File: src/rtl/approx_mul_pkg.sv
// Shared constants, types and helpers for the
// pipelined truncated approximate multiplier.
package approx_mul_pkg;

  localparam int DEF_WIDTH = 16;
  localparam int DEF_PIPE_STAGES = 3;
  localparam int DEF_CUT_W = $clog2(2 * DEF_WIDTH);

  function automatic int cut_w(input int width);
    return $clog2(2 * width);
  endfunction

  typedef struct packed {
    logic [2*DEF_WIDTH-1:0] psum;
    logic [DEF_CUT_W-1:0]   cut;
    logic                   rnd;
  } stage_t;

endpackage

File: src/rtl/approx_mul_if.sv
// Operand/result valid-ready bundle for approx_mul_pipe.
// master drives operands and out_ready, slave is the multiplier.
interface approx_mul_if
  import approx_mul_pkg::*;
#(
  parameter int WIDTH = DEF_WIDTH,
  parameter int CUT_W = cut_w(WIDTH)
);
  logic               in_valid;
  logic               in_ready;
  logic [WIDTH-1:0]   in_a;
  logic [WIDTH-1:0]   in_b;
  logic [CUT_W-1:0]   in_cut;
  logic               in_round;
  logic               out_valid;
  logic               out_ready;
  logic [2*WIDTH-1:0] out_p;
  logic [CUT_W-1:0]   out_cut;

  modport master (
    output in_valid, in_a, in_b,
    output in_cut, in_round, out_ready,
    input  in_ready, out_valid,
    input  out_p, out_cut
  );

  modport slave (
    input  in_valid, in_a, in_b,
    input  in_cut, in_round, out_ready,
    output in_ready, out_valid,
    output out_p, out_cut
  );

endinterface

File: src/rtl/approx_mul_pipe_reduce.sv
// Sums the partial-product rows selected by b whose
// bit weight is at or above cut, plus optional rounding.
module approx_pp_reduce
  import approx_mul_pkg::*;
#(
  parameter int WIDTH = DEF_WIDTH,
  parameter int CUT_W = cut_w(WIDTH)
) (
  input  logic [WIDTH-1:0]   a,
  input  logic [WIDTH-1:0]   b,
  input  logic [CUT_W-1:0]   cut,
  input  logic               rnd,
  output logic [2*WIDTH-1:0] p
);
  localparam int PW = 2 * WIDTH;

  logic [PW-1:0] keep;
  logic [PW-1:0] acc;

  // Bit position i+j of a row equals its pp weight,
  // so one mask on the shifted row drops i+j < cut.
  always_comb begin
    keep = {PW{1'b1}} << cut;
    acc = '0;
    for (int j = 0; j < WIDTH; j++) begin
      if (b[j]) begin
        acc = acc
          + (({{WIDTH{1'b0}}, a} << j) & keep);
      end
    end
    if (rnd && (cut != '0)) begin
      acc = acc + (PW'(1) << (cut - CUT_W'(1)));
    end
    p = acc;
  end

endmodule

File: src/rtl/approx_mul_pipe.sv
// Pipelined truncated multiplier: each stage adds its
// share of multiplier rows, with bubble-collapsing flow.
module approx_mul_pipe
  import approx_mul_pkg::*;
#(
  parameter int WIDTH = DEF_WIDTH,
  parameter int PIPE_STAGES = DEF_PIPE_STAGES,
  parameter int CUT_W = cut_w(WIDTH)
) (
  input logic         clk,
  input logic         rst_n,
  approx_mul_if.slave bus
);
  localparam int PW = 2 * WIDTH;
  localparam int S = PIPE_STAGES;

  typedef struct packed {
    logic [PW-1:0]    psum;
    logic [WIDTH-1:0] a;
    logic [WIDTH-1:0] b;
    logic [CUT_W-1:0] cut;
    logic             rnd;
  } pl_t;

  function automatic logic [WIDTH-1:0] grp_mask(
    input int k
  );
    logic [WIDTH-1:0] m;
    m = '0;
    for (int j = 0; j < WIDTH; j++) begin
      m[j] = ((j * S) / WIDTH) == k;
    end
    return m;
  endfunction

  logic [S-1:0]  vld_q, vld_d;
  logic [S-1:0]  take;
  logic [S-1:0]  src_v;
  logic [S-1:0]  carry;
  pl_t           pl_q [S];
  pl_t           pl_d [S];
  pl_t           src [S];
  logic [PW-1:0] part [S];
  logic [PW:0]   sum_x [S];
  logic [CUT_W-1:0] cut_in;

  if ((1 << CUT_W) > PW) begin : g_clamp
    localparam logic [CUT_W-1:0] CMAX = CUT_W'(PW - 1);
    assign cut_in = (bus.in_cut > CMAX) ? CMAX
                                        : bus.in_cut;
  end else begin : g_pass
    assign cut_in = bus.in_cut;
  end

  for (genvar k = 0; k < S; k++) begin : g_st
    localparam logic [WIDTH-1:0] GM = grp_mask(k);
    localparam bit FIRST = (k == 0);

    if (k == 0) begin : g_src0
      assign src[k] = '{psum: '0,
                        a: bus.in_a,
                        b: bus.in_b,
                        cut: cut_in,
                        rnd: bus.in_round};
      assign src_v[k] = bus.in_valid;
    end else begin : g_srcn
      assign src[k] = pl_q[k-1];
      assign src_v[k] = vld_q[k-1];
    end

    approx_pp_reduce #(
      .WIDTH(WIDTH),
      .CUT_W(CUT_W)
    ) u_red (
      .a  (src[k].a),
      .b  (src[k].b & GM),
      .cut(src[k].cut),
      .rnd(src[k].rnd & FIRST),
      .p  (part[k])
    );

    assign sum_x[k] = {1'b0, src[k].psum}
                    + {1'b0, part[k]};
    assign carry[k] = sum_x[k][PW] & src_v[k];
  end

  // A stage can load when empty or when it drains
  // into a stage that is itself able to load.
  always_comb begin
    logic t;
    t = bus.out_ready;
    take = '0;
    for (int k = S - 1; k >= 0; k--) begin
      t = ~vld_q[k] | t;
      take[k] = t;
    end
  end

  always_comb begin
    for (int k = 0; k < S; k++) begin
      vld_d[k] = vld_q[k];
      pl_d[k] = pl_q[k];
      if (take[k]) begin
        vld_d[k] = src_v[k];
        if (src_v[k]) begin
          pl_d[k] = src[k];
          pl_d[k].psum = sum_x[k][PW-1:0];
        end
      end
    end
  end

  always_ff @(posedge clk or negedge rst_n) begin
    if (!rst_n) begin
      vld_q <= '0;
      for (int k = 0; k < S; k++) pl_q[k] <= '0;
    end else begin
      vld_q <= vld_d;
      for (int k = 0; k < S; k++) pl_q[k] <= pl_d[k];
    end
  end

  assign bus.in_ready = take[0];
  assign bus.out_valid = vld_q[S-1];
  assign bus.out_p = pl_q[S-1].psum;
  assign bus.out_cut = pl_q[S-1].cut;

  no_carry_out: assert property (
    @(posedge clk) disable iff (!rst_n) ~|carry
  );

endmodule
File: src/flat_wrapper.sv
// flat-port wrapper written by rule: the top's interface ports become plain ports
module approx_mul_pipe_flat import approx_mul_pkg::*;
#(
  parameter int WIDTH = DEF_WIDTH,
  parameter int PIPE_STAGES = DEF_PIPE_STAGES,
  parameter int CUT_W = cut_w(WIDTH)
)
  (clk, rst_n, bus_in_valid, bus_in_a, bus_in_b, bus_in_cut, bus_in_round, bus_out_ready, bus_in_ready, bus_out_valid, bus_out_p, bus_out_cut);
  approx_mul_if #(.WIDTH(WIDTH), .CUT_W(CUT_W)) bus_i ();
  input logic clk;
  input logic rst_n;
  input wire logic [$bits(bus_i.in_valid)-1:0] bus_in_valid;
  input wire logic [$bits(bus_i.in_a)-1:0] bus_in_a;
  input wire logic [$bits(bus_i.in_b)-1:0] bus_in_b;
  input wire logic [$bits(bus_i.in_cut)-1:0] bus_in_cut;
  input wire logic [$bits(bus_i.in_round)-1:0] bus_in_round;
  input wire logic [$bits(bus_i.out_ready)-1:0] bus_out_ready;
  output wire logic [$bits(bus_i.in_ready)-1:0] bus_in_ready;
  output wire logic [$bits(bus_i.out_valid)-1:0] bus_out_valid;
  output wire logic [$bits(bus_i.out_p)-1:0] bus_out_p;
  output wire logic [$bits(bus_i.out_cut)-1:0] bus_out_cut;
  assign bus_i.in_valid = bus_in_valid;
  assign bus_i.in_a = bus_in_a;
  assign bus_i.in_b = bus_in_b;
  assign bus_i.in_cut = bus_in_cut;
  assign bus_i.in_round = bus_in_round;
  assign bus_i.out_ready = bus_out_ready;
  assign bus_in_ready = bus_i.in_ready;
  assign bus_out_valid = bus_i.out_valid;
  assign bus_out_p = bus_i.out_p;
  assign bus_out_cut = bus_i.out_cut;
  approx_mul_pipe #(.WIDTH(WIDTH), .PIPE_STAGES(PIPE_STAGES), .CUT_W(CUT_W)) u_core (.clk(clk), .rst_n(rst_n), .bus(bus_i));
endmodule
File: config.mk
export PLATFORM = sky130hd
export DESIGN_NAME = approx_mul_pipe_flat
export DESIGN_NICKNAME = d
export VERILOG_FILES = /design/src/rtl/approx_mul_pkg.sv /design/src/rtl/approx_mul_if.sv /design/src/rtl/approx_mul_pipe_reduce.sv /design/src/rtl/approx_mul_pipe.sv /design/src/flat_wrapper.sv
export SDC_FILE = /design/constraint.sdc
export NUM_CORES = 1
export LEC_CHECK = 0
export ABC_AREA = 1
export CELL_PAD_IN_SITES_DETAIL_PLACEMENT = 1
export CELL_PAD_IN_SITES_GLOBAL_PLACEMENT = 1
export CORE_UTILIZATION = 48
export CTS_CLUSTER_SIZE = 12
export DETAILED_ROUTE_END_ITERATION = 16
export DONT_BUFFER_PORTS = 1
export PLACE_DENSITY_LB_ADDON = 0.1
export RECOVER_POWER = 100
export SLEW_MARGIN = 20
export SYNTH_ARGS = -nofsm -noshare
export SYNTH_HDL_FRONTEND = slang
export SYNTH_SLANG_ARGS = --single-unit
File: constraint.sdc
create_clock -name clk -period 11.2 [get_ports clk]
set_clock_uncertainty 0.2 [all_clocks]
set_input_delay 1.12 -clock clk [delete_from_list [all_inputs] [get_ports clk]]
set_output_delay 1.12 -clock clk [all_outputs]
set_load 0.01 [all_outputs]
==> metrics.log <==
[metrics] result of the run: finished with violations
[metrics] failing checks: max-capacitance violations, max-slew violations
[metrics] library cell appearing most often on the critical path: o21ai_0
[metrics] detailed placement HPWL: 60000 µm
[metrics] Top delay family on crit path: compound AO/OA/AOI/OAI gates
[metrics] Finish-stage setup viols: 0
[metrics] number of buffers created by CTS: 17
[metrics] initial antenna violation count: 0
[metrics] Overflow after GRT: 0
[metrics] launching element type of the critical path: flop
[metrics] maximum capacitance violations: 3
[metrics] global placement routability congestion: roughly 0.93
[metrics] number of enable-type register cells in the synthesized netlist: 0
[metrics] number of DRC markers after the initial detailed-route iteration: 1208
[metrics] core outline area: 43600 µm²
[metrics] Max-slew headroom: -1.19
[metrics] Final Max Slew Viols: 160
[metrics] sequential share of the synthesized area: 0.188
[metrics] count of buffer and inverter cells on the critical path: 8
[metrics] Async S/R FF share, synth: 1.00
[metrics] power per cell area: 224 nW/µm²
[metrics] initial core utilization: 0.491
[metrics] Min Clock Period, post-route: 10360 ps
[metrics] sort of element at the end of the critical path: flop
[metrics] Yosys warnings: 0
[metrics] top fanout value on the critical path: 20
[metrics] wire length of the first global-routing pass: 117000 µm
[metrics] critical setup path kind: flop to flop
[metrics] GRT Resource Usage Total: 0.327
[metrics] cell taking the most area after synthesis: dfrtp_1
[metrics] Post-Synthesis Cells: around 3.3k
[metrics] area taken by multi-input logic gates: about 15000 µm²
[metrics] data arrival time at the worst-slack endpoint: 10490 ps
[metrics] slowest stage cell, crit path: o21ai_0
[metrics] clock latency on the worst-skew pair: 490 ps
[metrics] post-synthesis register bit count: 161
[metrics] number of placement rows: 76
[metrics] P&R area growth vs syn: 3.87%
[metrics] highest clock rate: 0.0966 GHz
[metrics] static leakage power: 11.5 nW
[metrics] n_diodes: 0
[metrics] number of hold violations in the final report: 0
[metrics] number of gates resized after CTS: 0
[metrics] pin count of the biggest net entering global routing: 162
[metrics] Max VDD drop: 180 µV
[metrics] post-synth top area share: 0.188
[metrics] slew at the pin closest to its max-slew limit: between 3000 and 4000 ps
[metrics] vias in the first global route: roughly 22k
[metrics] post-CTS setup-driven buffer insertion count: 0
[metrics] die outline area: approximately 45000 µm²
[metrics] Fillers: 6045
[metrics] Setup TNS Final: 0 ps
[metrics] area taken by flip-flops and latches: 4030 µm²
[metrics] ranking of synthesized cells by instance count: 668 x nand2_1, 442 x inv_1, 412 x nor2_1
[metrics] commonest register cell after synthesis: dfrtp_1
[metrics] synth top area cells: dfrtp_1 19%, ha_1 16%, nand2_1 12%, o21ai_0 8.0%, inv_1 7.8%
[metrics] floorplan die height: 213 µm
[metrics] layout cell share with drive strength beyond 1: 0.0485
[metrics] number of unique standard cell types used by synthesis: 51
[metrics] Final Util: 0.510
[metrics] number of remaining DRC errors: 0
[metrics] cell with the most instances after synthesis: nand2_1
[metrics] routed vias: 21.7k
[metrics] width of the chip: 213 µm
[metrics] final worst path period share: 0.925
[metrics] max incr delay on CP: 830 ps
[metrics] number of buffer cells added on primary ports: 0
[metrics] First-pass DRT Iterations: 5
[metrics] buffer levels on the longest clock path: 2
[metrics] Final Routed Wirelength: 72900 µm
[metrics] required time at the worst-slack endpoint: 11330 ps
[metrics] Final Net Count: between 3k and 4k
[metrics] count of H-tree levels built during CTS: 4
[metrics] Post-Syn Area per Cell: 6.46 µm²
[metrics] average via count per standard cell: between 5 and 6
[metrics] # hold bufs at CTS: 0
[metrics] Clock Pin Slew Worst Setup and Hold Paths: 80 ps
[metrics] Num Clock Sinks: 161
[metrics] Synth Cell Area: 21400 µm²
[metrics] worst min-delay path class: input port to async pin
[metrics] post-synth net total: about 3.6k
[metrics] Boundary Pins: 81
[metrics] Clk Tree Root Cell: clkbuf_16
[metrics] unrepaired setup endpoints after global routing: false
[metrics] sum of internal, switching and leakage power: about 5.0 mW
[metrics] DRT antenna net count: 0
[metrics] DR WL/cell: 19.1 µm
[metrics] CTS tree: built
-- cell type report --
class	instances	area share
Timing Repair Buffer	11	0.00338
Multi-Input combinational cell	2572	0.678
Tap cell	585	0.0329
Clock buffer	17	0.0191
Sequential cell	161	0.181
Clock inverter	15	0.00760
Inverter	461	0.0779
-- flip-flops by register name, indices dropped and copies added, names as in the netlist --
register            flops
u_core.pl_q           121
u_core.vld_q            3
u_core.bus.out_p       32
u_core.bus.out_cut      5
-- kinds of logic (layout without fill, tap and decap cells) --
logic type | count (synthesis) | in the layout | synth area share
muxes | 14 | 14 | 0.00737
adders and majority gates | 286 | 286 | 0.173
AOI/OAI and AO/OA | 723 | 723 | 0.185
DFF | 161 | 161 | 0.188
and+or+nand+nor | 1392 | 1392 | 0.273
buffers and inverters | 581 | 504 | 0.109
xor gates and xnor gates | 157 | 157 | 0.0643
-- power by group --
group          switching, mW  internal (mW)  total (mW)
Sequential             0.188          0.758       0.946
Clock                  0.304          0.297       0.602
Combinational           2.21           1.23        3.44
Total                   2.71           2.28        4.99
-- cell usage in the layout, fill, tap and decap left out, types with 17 or more instances in the layout --
cell,synthesis,layout
xor2_1,94,94
clkbuf_16,0,17
nand2_2,43,44
dfrtp_1,161,161
nand2_1,668,666
inv_1,442,442
ha_1,270,270
nor2_1,412,412
a21oi_1,235,235
nand4_1,17,17
o21ai_0,343,342
nand3_1,142,142
nor3_1,56,55
o31ai_1,35,33
xnor2_1,63,63
o21bai_1,31,31
-- per-stage QoR --
stage / hold slack, ps / std cells / setup slack (ps) / cell area (µm²)
floorplan: 242 / 3314 / 1670 / 21400
global placement: 263 / 3790 / 862 / 21600
detailed placement: 270 / 3790 / 401 / 21600
CTS: 97.9 / 3822 / 893 / 22200
global route: 102 / 3822 / 23.4 / 22200
finish: 120 / 3822 / 845 / 22200
-- worst reg2reg max path, delay by kind of cell, from the launching register on --
| family | cells | cell delay (ps) |
|---|---|---|
| AO/OA/AOI/OAI | 18 | 4590 |
| XOR/XNOR | 4 | 700 |
| adder cells (fa/ha/maj) | 5 | 2000 |
| buffers and inverters | 8 | 890 |
| flip-flops | 1 | 340 |
| AND/OR/NAND/NOR | 10 | 1470 |
-- path summary, 6_finish.rpt --
kind	from	to	slack (ps)	cells past startpoint
min in group clk	u_core.pl_q[92]$_DFFE_PN0P_	u_core.pl_q[92]$_DFFE_PN0P_	290	2
worst min-delay path	rst_n	u_core.vld_q[0]$_DFFE_PN0N_	120	0
max in group asynchronous	rst_n	u_core.pl_q[171]$_DFFE_PN0P_	10410	0
worst min register to register	u_core.pl_q[92]$_DFFE_PN0P_	u_core.pl_q[92]$_DFFE_PN0P_	290	2
worst max register to register	u_core.pl_q[145]$_DFFE_PN0P_	u_core.pl_q[139]$_DFFE_PN0P_	840	45
worst max-delay path	u_core.pl_q[145]$_DFFE_PN0P_	u_core.pl_q[139]$_DFFE_PN0P_	840	45
-- metal layers --
metal | vias to the layer above | global-route usage | share of wire
met1 | 10600 | 0.412 | 0.46
li1 | 10700 | - | -
met4 | 0 | 0.103 | 0.027
met5 | - | 0 | 0
met2 | 351 | 0.578 | 0.49
met3 | 84 | 0.0375 | 0.032
Power figures use the tool's default switching activity.
